### config.mk
export PLATFORM = sky130hd
export DESIGN_NAME = alu_arbiter
export DESIGN_NICKNAME = d
export VERILOG_FILES = /design/src/rtl/alu_arbiter.sv
export SDC_FILE = /design/constraint.sdc
export NUM_CORES = 1
export LEC_CHECK = 0
export BUFFER_PORTS_ARGS = -buffer_cell sky130_fd_sc_hd__buf_4
export CAP_MARGIN = 10
export CORE_AREA = 2 2 112 114
export CTS_BUF_LIST = sky130_fd_sc_hd__clkbuf_4
export CTS_CLUSTER_DIAMETER = 80
export CTS_CLUSTER_SIZE = 16
export DETAILED_ROUTE_END_ITERATION = 8
export DIE_AREA = 0 0 114 116
export GPL_TIMING_DRIVEN = 0
export PLACE_DENSITY = 0.79
export SLEW_MARGIN = 15
export SYNTH_ARGS = -nofsm -noshare
export SYNTH_HDL_FRONTEND = slang
export SYNTH_SLANG_ARGS = --single-unit
### constraint.sdc
create_clock -name clk -period 9.3 [get_ports clk]
set_input_delay 0.465 -clock clk [delete_from_list [all_inputs] [get_ports clk]]
set_output_delay 0.465 -clock clk [all_outputs]
set_load 0.01 [all_outputs]
### src/rtl/alu_arbiter.sv
// alu_arbiter
//
// Purpose:
//   Shares one 32-bit combinational ALU between two requesters (for example
//   the main execute path on port 0 and a mult/div sequencer on port 1).
//   A request is accepted with a valid/ready handshake. Its operands and
//   opcode are latched into registers that drive the ALU. One cycle later
//   the ALU result and flags are captured. They are returned with a
//   valid/ready response handshake to the granted port only.
//   Each operation takes three cycles: IDLE (accept), EXEC, RESP.
//   Operations never overlap.
//
// Parameters:
//   DATA_W    operand/result width; only 32 is supported.
//   PRIO_MODE 0 = round-robin between the two ports,
//             1 = fixed priority, port 0 always wins.
//
// Optional feature (macro ALU_ARB_OVF_EXC_EN):
//   When the macro is defined, rsp_exc is set if the captured result
//   overflowed on a signed ADD (0010) or SUB (0011). rsp_exc clears when
//   the arbiter returns to IDLE. When the macro is undefined, rsp_exc is
//   tied to 0. The overflow flag always appears in rsp_flags.
//
// Ports:
//   clk, rst                 clock and asynchronous active-high reset
//   req_valid/req_ready[1:0] per-port request handshake (bit i = port i)
//   req_a0/b0, req_a1/b1     per-port operands
//   req_aluc0/1              per-port opcode, passed through uninterpreted
//   rsp_valid/rsp_ready[1:0] per-port response handshake
//   rsp_r, rsp_flags         shared result and {zero,carry,negative,overflow}
//   rsp_exc                  signed overflow exception
//   alu_a, alu_b, alu_aluc   registered ALU inputs
//   alu_r, alu_zero, alu_carry, alu_negative, alu_overflow  ALU outputs

module alu_arbiter #(
  parameter int DATA_W    = 32,
  parameter int PRIO_MODE = 0
) (
  input  logic              clk,
  input  logic              rst,
  input  logic [1:0]        req_valid,
  output logic [1:0]        req_ready,
  input  logic [DATA_W-1:0] req_a0,
  input  logic [DATA_W-1:0] req_b0,
  input  logic [DATA_W-1:0] req_a1,
  input  logic [DATA_W-1:0] req_b1,
  input  logic [3:0]        req_aluc0,
  input  logic [3:0]        req_aluc1,
  output logic [1:0]        rsp_valid,
  input  logic [1:0]        rsp_ready,
  output logic [DATA_W-1:0] rsp_r,
  output logic [3:0]        rsp_flags,
  output logic              rsp_exc,
  output logic [DATA_W-1:0] alu_a,
  output logic [DATA_W-1:0] alu_b,
  output logic [3:0]        alu_aluc,
  input  logic [DATA_W-1:0] alu_r,
  input  logic              alu_zero,
  input  logic              alu_carry,
  input  logic              alu_negative,
  input  logic              alu_overflow
);

  typedef enum logic [1:0] {
    IDLE = 2'd0,
    EXEC = 2'd1,
    RESP = 2'd2
  } state_t;

  state_t state;
  state_t state_nxt;

  logic gnt_id;
  logic last_gnt;
  logic winner;
  logic accept;
  logic capture;
  logic retire;

  // Winner selection. The result only matters when at least one port is
  // valid. If only one port is valid, that port wins in either mode.
  // In round-robin mode a tie goes to the port that was not served last.
  always_comb begin
    winner = 1'b0;
    if (PRIO_MODE == 1) begin
      winner = ~req_valid[0];
    end else if (req_valid == 2'b11) begin
      winner = ~last_gnt;
    end else begin
      winner = ~req_valid[0];
    end
  end

  // Next-state and handshake outputs. In IDLE, ready is offered to the
  // winner, so any valid request completes its handshake in that cycle.
  // In RESP, only the granted port's rsp_ready can retire the operation.
  always_comb begin
    state_nxt = state;
    req_ready = 2'b00;
    rsp_valid = 2'b00;
    accept    = 1'b0;
    capture   = 1'b0;
    retire    = 1'b0;
    case (state)
      IDLE: begin
        if (req_valid != 2'b00) begin
          req_ready = winner ? 2'b10 : 2'b01;
          accept    = 1'b1;
          state_nxt = EXEC;
        end
      end
      EXEC: begin
        capture   = 1'b1;
        state_nxt = RESP;
      end
      RESP: begin
        rsp_valid = gnt_id ? 2'b10 : 2'b01;
        if (rsp_ready[gnt_id]) begin
          retire    = 1'b1;
          state_nxt = IDLE;
        end
      end
      default: begin
        state_nxt = IDLE;
      end
    endcase
  end

  always_ff @(posedge clk or posedge rst) begin
    if (rst) begin
      state <= IDLE;
    end else begin
      state <= state_nxt;
    end
  end

  // Operand latch and grant bookkeeping. last_gnt resets to 1 so that
  // port 0 wins the first contention after reset.
  always_ff @(posedge clk or posedge rst) begin
    if (rst) begin
      alu_a    <= '0;
      alu_b    <= '0;
      alu_aluc <= 4'b0000;
      gnt_id   <= 1'b0;
      last_gnt <= 1'b1;
    end else begin
      if (accept) begin
        alu_a    <= winner ? req_a1 : req_a0;
        alu_b    <= winner ? req_b1 : req_b0;
        alu_aluc <= winner ? req_aluc1 : req_aluc0;
        gnt_id   <= winner;
      end
      if (retire) begin
        last_gnt <= gnt_id;
      end
    end
  end

  // Result capture at the end of EXEC. After that the result is held
  // untouched through RESP for as long as the requester backpressures.
  always_ff @(posedge clk or posedge rst) begin
    if (rst) begin
      rsp_r     <= '0;
      rsp_flags <= 4'b0000;
    end else if (capture) begin
      rsp_r     <= alu_r;
      rsp_flags <= {alu_zero, alu_carry, alu_negative, alu_overflow};
    end
  end

`ifdef ALU_ARB_OVF_EXC_EN
  // Only the signed ADD/SUB encodings trap. The wrapped result is still
  // returned, and the requester suppresses its write-back.
  always_ff @(posedge clk or posedge rst) begin
    if (rst) begin
      rsp_exc <= 1'b0;
    end else if (capture) begin
      rsp_exc <= alu_overflow & ((alu_aluc == 4'b0010) | (alu_aluc == 4'b0011));
    end else if (retire) begin
      rsp_exc <= 1'b0;
    end
  end
`else
  assign rsp_exc = 1'b0;
`endif

endmodule

==> results_dict.tcl <==
set metrics [dict create \
    status "completed" \
    syn_to_final_growth_pct 50.39 \
    htree_levels 3 \
    hold_path.class "primary input to flop" \
    n_fill_cell 987 \
    yosys_register_bits 108 \
    yosysTopAreaCell "dfrtp_1" \
    hold_start "alu_carry" \
    io_pins 287 \
    rsz0062_at_grt "no" \
    synth_edf_count 0 \
    dp_hpwl_um 12760 \
    netlist_top_cells_count "dfrtp_1 (107), o21ai_0 (69), a21oi_1 (68), a31oi_1 (68), nand3_1 (68)" \
    final_util_pct 63.17 \
    path_buf_inv 3 \
    min_to "rsp_flags[2]$_DFFE_PP0N_" \
    path_class "flop to primary output" \
    cp_slowest_stage_delay_ns 0.54 \
    clk_path_buf_depth 2 \
    multi_input_area_mm2 0.001982 \
    fin_ws_ns 6.533 \
    cp_max_fo 10 \
    root_buffer "clkbuf_4" \
    syn_inst 496 \
    grtUsageTotal_pct 24.31 \
    r2r_start "state[0]$_DFFE_PP0P_" \
    die_x_um 114 \
    ff2ff_setup_slack_ns 7.37 \
    grt_pass1_wl_um 25440 \
    finalHoldViolCount 0 \
    synth-warning-count 0 \
    yosys.area.top_type_share_pct 53.51 \
    synth.avg_cell_area_um2 10.09 \
    start_util_pct 42.01 \
    cpLargestDelayFamily "simple AND/OR/NAND/NOR gates" \
    power.leakage_nw 3.449 \
    synth.area.top_cells "dfrtp_1 (54%), a31oi_1 (8.5%), mux2_2 (8.3%), o21ai_0 (6.9%), a21oi_1 (6.8%)" \
    r2r-end "alu_b[10]$_DFFE_PP0P_" \
    coreArea_mm2 0.01191 \
    grt_max_degree 61 \
    timing.final.max_slew_violations 0 \
    rows 40 \
    dp_cells 928 \
    period_share_pct 29.75 \
    totalNegativeSetupSlack_ns 0 \
    fin_total_pwr_mw 2.322 \
    crit_path_cell_trace "nor2_1 > and2_4 > buf_6 > buf_6 > and2_1 > buf_4" \
    critPathLaunchType "flop" \
    stdcell_count 946 \
    async_flop_share_pct 100.0 \
    fin_area_mm2 0.007525 \
    grt_antenna_before_repair 1 \
    relSlewSlack_pct 56.11 \
    numCtsBuffers 9 \
    post-synth-top-count-cell "dfrtp_1" \
    ant_nets 0 \
    clk_pin_slew_ns 0.19 \
    cts_tree "yes" \
    clock_latency_ns 0.47 \
    required_ns 8.84 \
    ys.flop_type "dfrtp_1" \
    syn-num-nets 674 \
    ys_seq_area_share_pct 54.04 \
    drive_gt1_share_pct 46.12 \
    globalplace.congestion 0.8561 \
    die_h_um 116 \
    layout.nets 971 \
    fin_skew_ns 0.02100 \
    fmax_ghz 0.3614 \
    max_cap_violations 0 \
    cts.sinks 108 \
    wl_um 16870 \
    dr_total_vias 5218 \
    cts-resized-gates 0 \
    slowest_stage "nor2_1" \
    power.density_mw_per_mm2 308.6 \
    setup_viol 0 \
    pre_cts_ws_ns 7.010 \
    end_kind "primary output" \
    drtIter0Drc 420 \
    crit_path_frequent_cell "buf_6" \
    grt_pass1_vias 5082 \
    placed_cell_area_mm2 0.007352 \
    vdd_drop_max_v 0.0001222 \
    drc_errors 0 \
    r2r_cells 5 \
    wire_per_inst_um 17.84 \
    tightest_slew_ns 0.6559 \
    dr.pass1.iters 5 \
    via_per_inst 5.516 \
    place.port_buffers 284 \
    grt_overflow_total 0 \
    critPathArrivalTime_ns 2.30 \
    period_minus_slack_ns 2.767 \
    seq_area_mm2 0.002704 \
    yosysUniqueCellTypes 25 \
    whs_ns 0.2105 \
    holdPathStages 2 \
    syn_area_mm2 0.005004 \
    die-area_mm2 0.01322 \
]
-- metal layers --
| layer | up-vias | track usage [%] | routed length [µm] |
|---|---|---|---|
| met5 | - | 0 | 0 |
| met4 | 0 | 9.350 | 341 |
| met3 | 29 | 4.446 | 1302 |
| met2 | 284 | 42.30 | 8478 |
| met1 | 2474 | 30.24 | 6749 |
| li1 | 2431 | - | - |
-- cells in the final DEF, fill, tap and decap left out, types with 3 or more instances in the layout --
| cell | synthesis | routed |
|---|---|---|
| o21ai_0 | 69 | 69 |
| dfrtp_1 | 107 | 107 |
| buf_4 | 2 | 286 |
| clkbuf_4 | 0 | 9 |
| a21oi_1 | 68 | 68 |
| mux2_2 | 37 | 37 |
| a31oi_1 | 68 | 68 |
| buf_6 | 9 | 9 |
| inv_6 | 0 | 3 |
| nand2b_1 | 3 | 3 |
| clkbuf_1 | 33 | 33 |
| nand3_1 | 68 | 68 |
| buf_2 | 14 | 14 |
-- worst register-to-register path: cells and delay by family (launching register included) --
kind                   cells  cell delay [ns]
buffers and inverters      2             0.62
AOI/OAI and AO/OA          2             0.27
DFF                        1             0.45
and+or+nand+nor            1             0.54
-- layout make-up --
cell class | count | share of cell area [%]
clock buffers | 9 | 0.8979
plain buffers | 58 | 4.124
repair buffers | 286 | 28.83
well taps | 147 | 2.444
clock inverters | 7 | 1.230
multi-input cells | 328 | 26.34
flip-flops and latches | 108 | 35.93
diodes | 1 | 0.03326
inverters | 2 | 0.1663
-- where the power goes --
group          switching, mW  internal [mW]
logic                  0.588          0.617
clock network          0.173         0.0892
registers              0.144          0.710
-- repair_timing --
| item | in CTS | in global routing |
|---|---|---|
| endpoints found under the hold margin | 28 | 0 |
| buffers inserted | 0 | 0 |
| hold buffers | 1 | 0 |
-- kinds of logic (layout without fill, tap and decap cells) --
kind of cell,count (synthesis),in the layout,share of synthesized area (%)
mux,38,38,8.627
buf+inv,60,362,6.351
other cells,1,2,0.07495
compound gates,207,207,22.53
flops,108,108,54.04
simple gates,82,82,8.377
-- state kept, by name, summed over array words and instances (netlist names) --
name       flops
rsp_r         32
alu_a         32
rsp_flags      4
state          2
last_gnt       1
gnt_id         1
alu_b         32
alu_aluc       4
-- worst max path at each step --
stage	from	to	slack (ns)	cells past startpoint
4_1_cts	state[0]$_DFFE_PP0P_	req_ready[1]	6.45	6
6_report	state[0]$_DFFE_PP0P_	req_ready[1]	6.53	6
3_3_place_gp	rst	alu_a[7]$_DFFE_PP0P_	4.93	2
5_1_grt	state[0]$_DFFE_PP0P_	req_ready[1]	6.36	6
2_1_floorplan	rst	alu_a[0]$_DFFE_PP0P_	5.99	1
3_5_place_dp	state[0]$_DFFE_PP0P_	req_ready[1]	7.01	6
(Power assumes the default switching activity.)
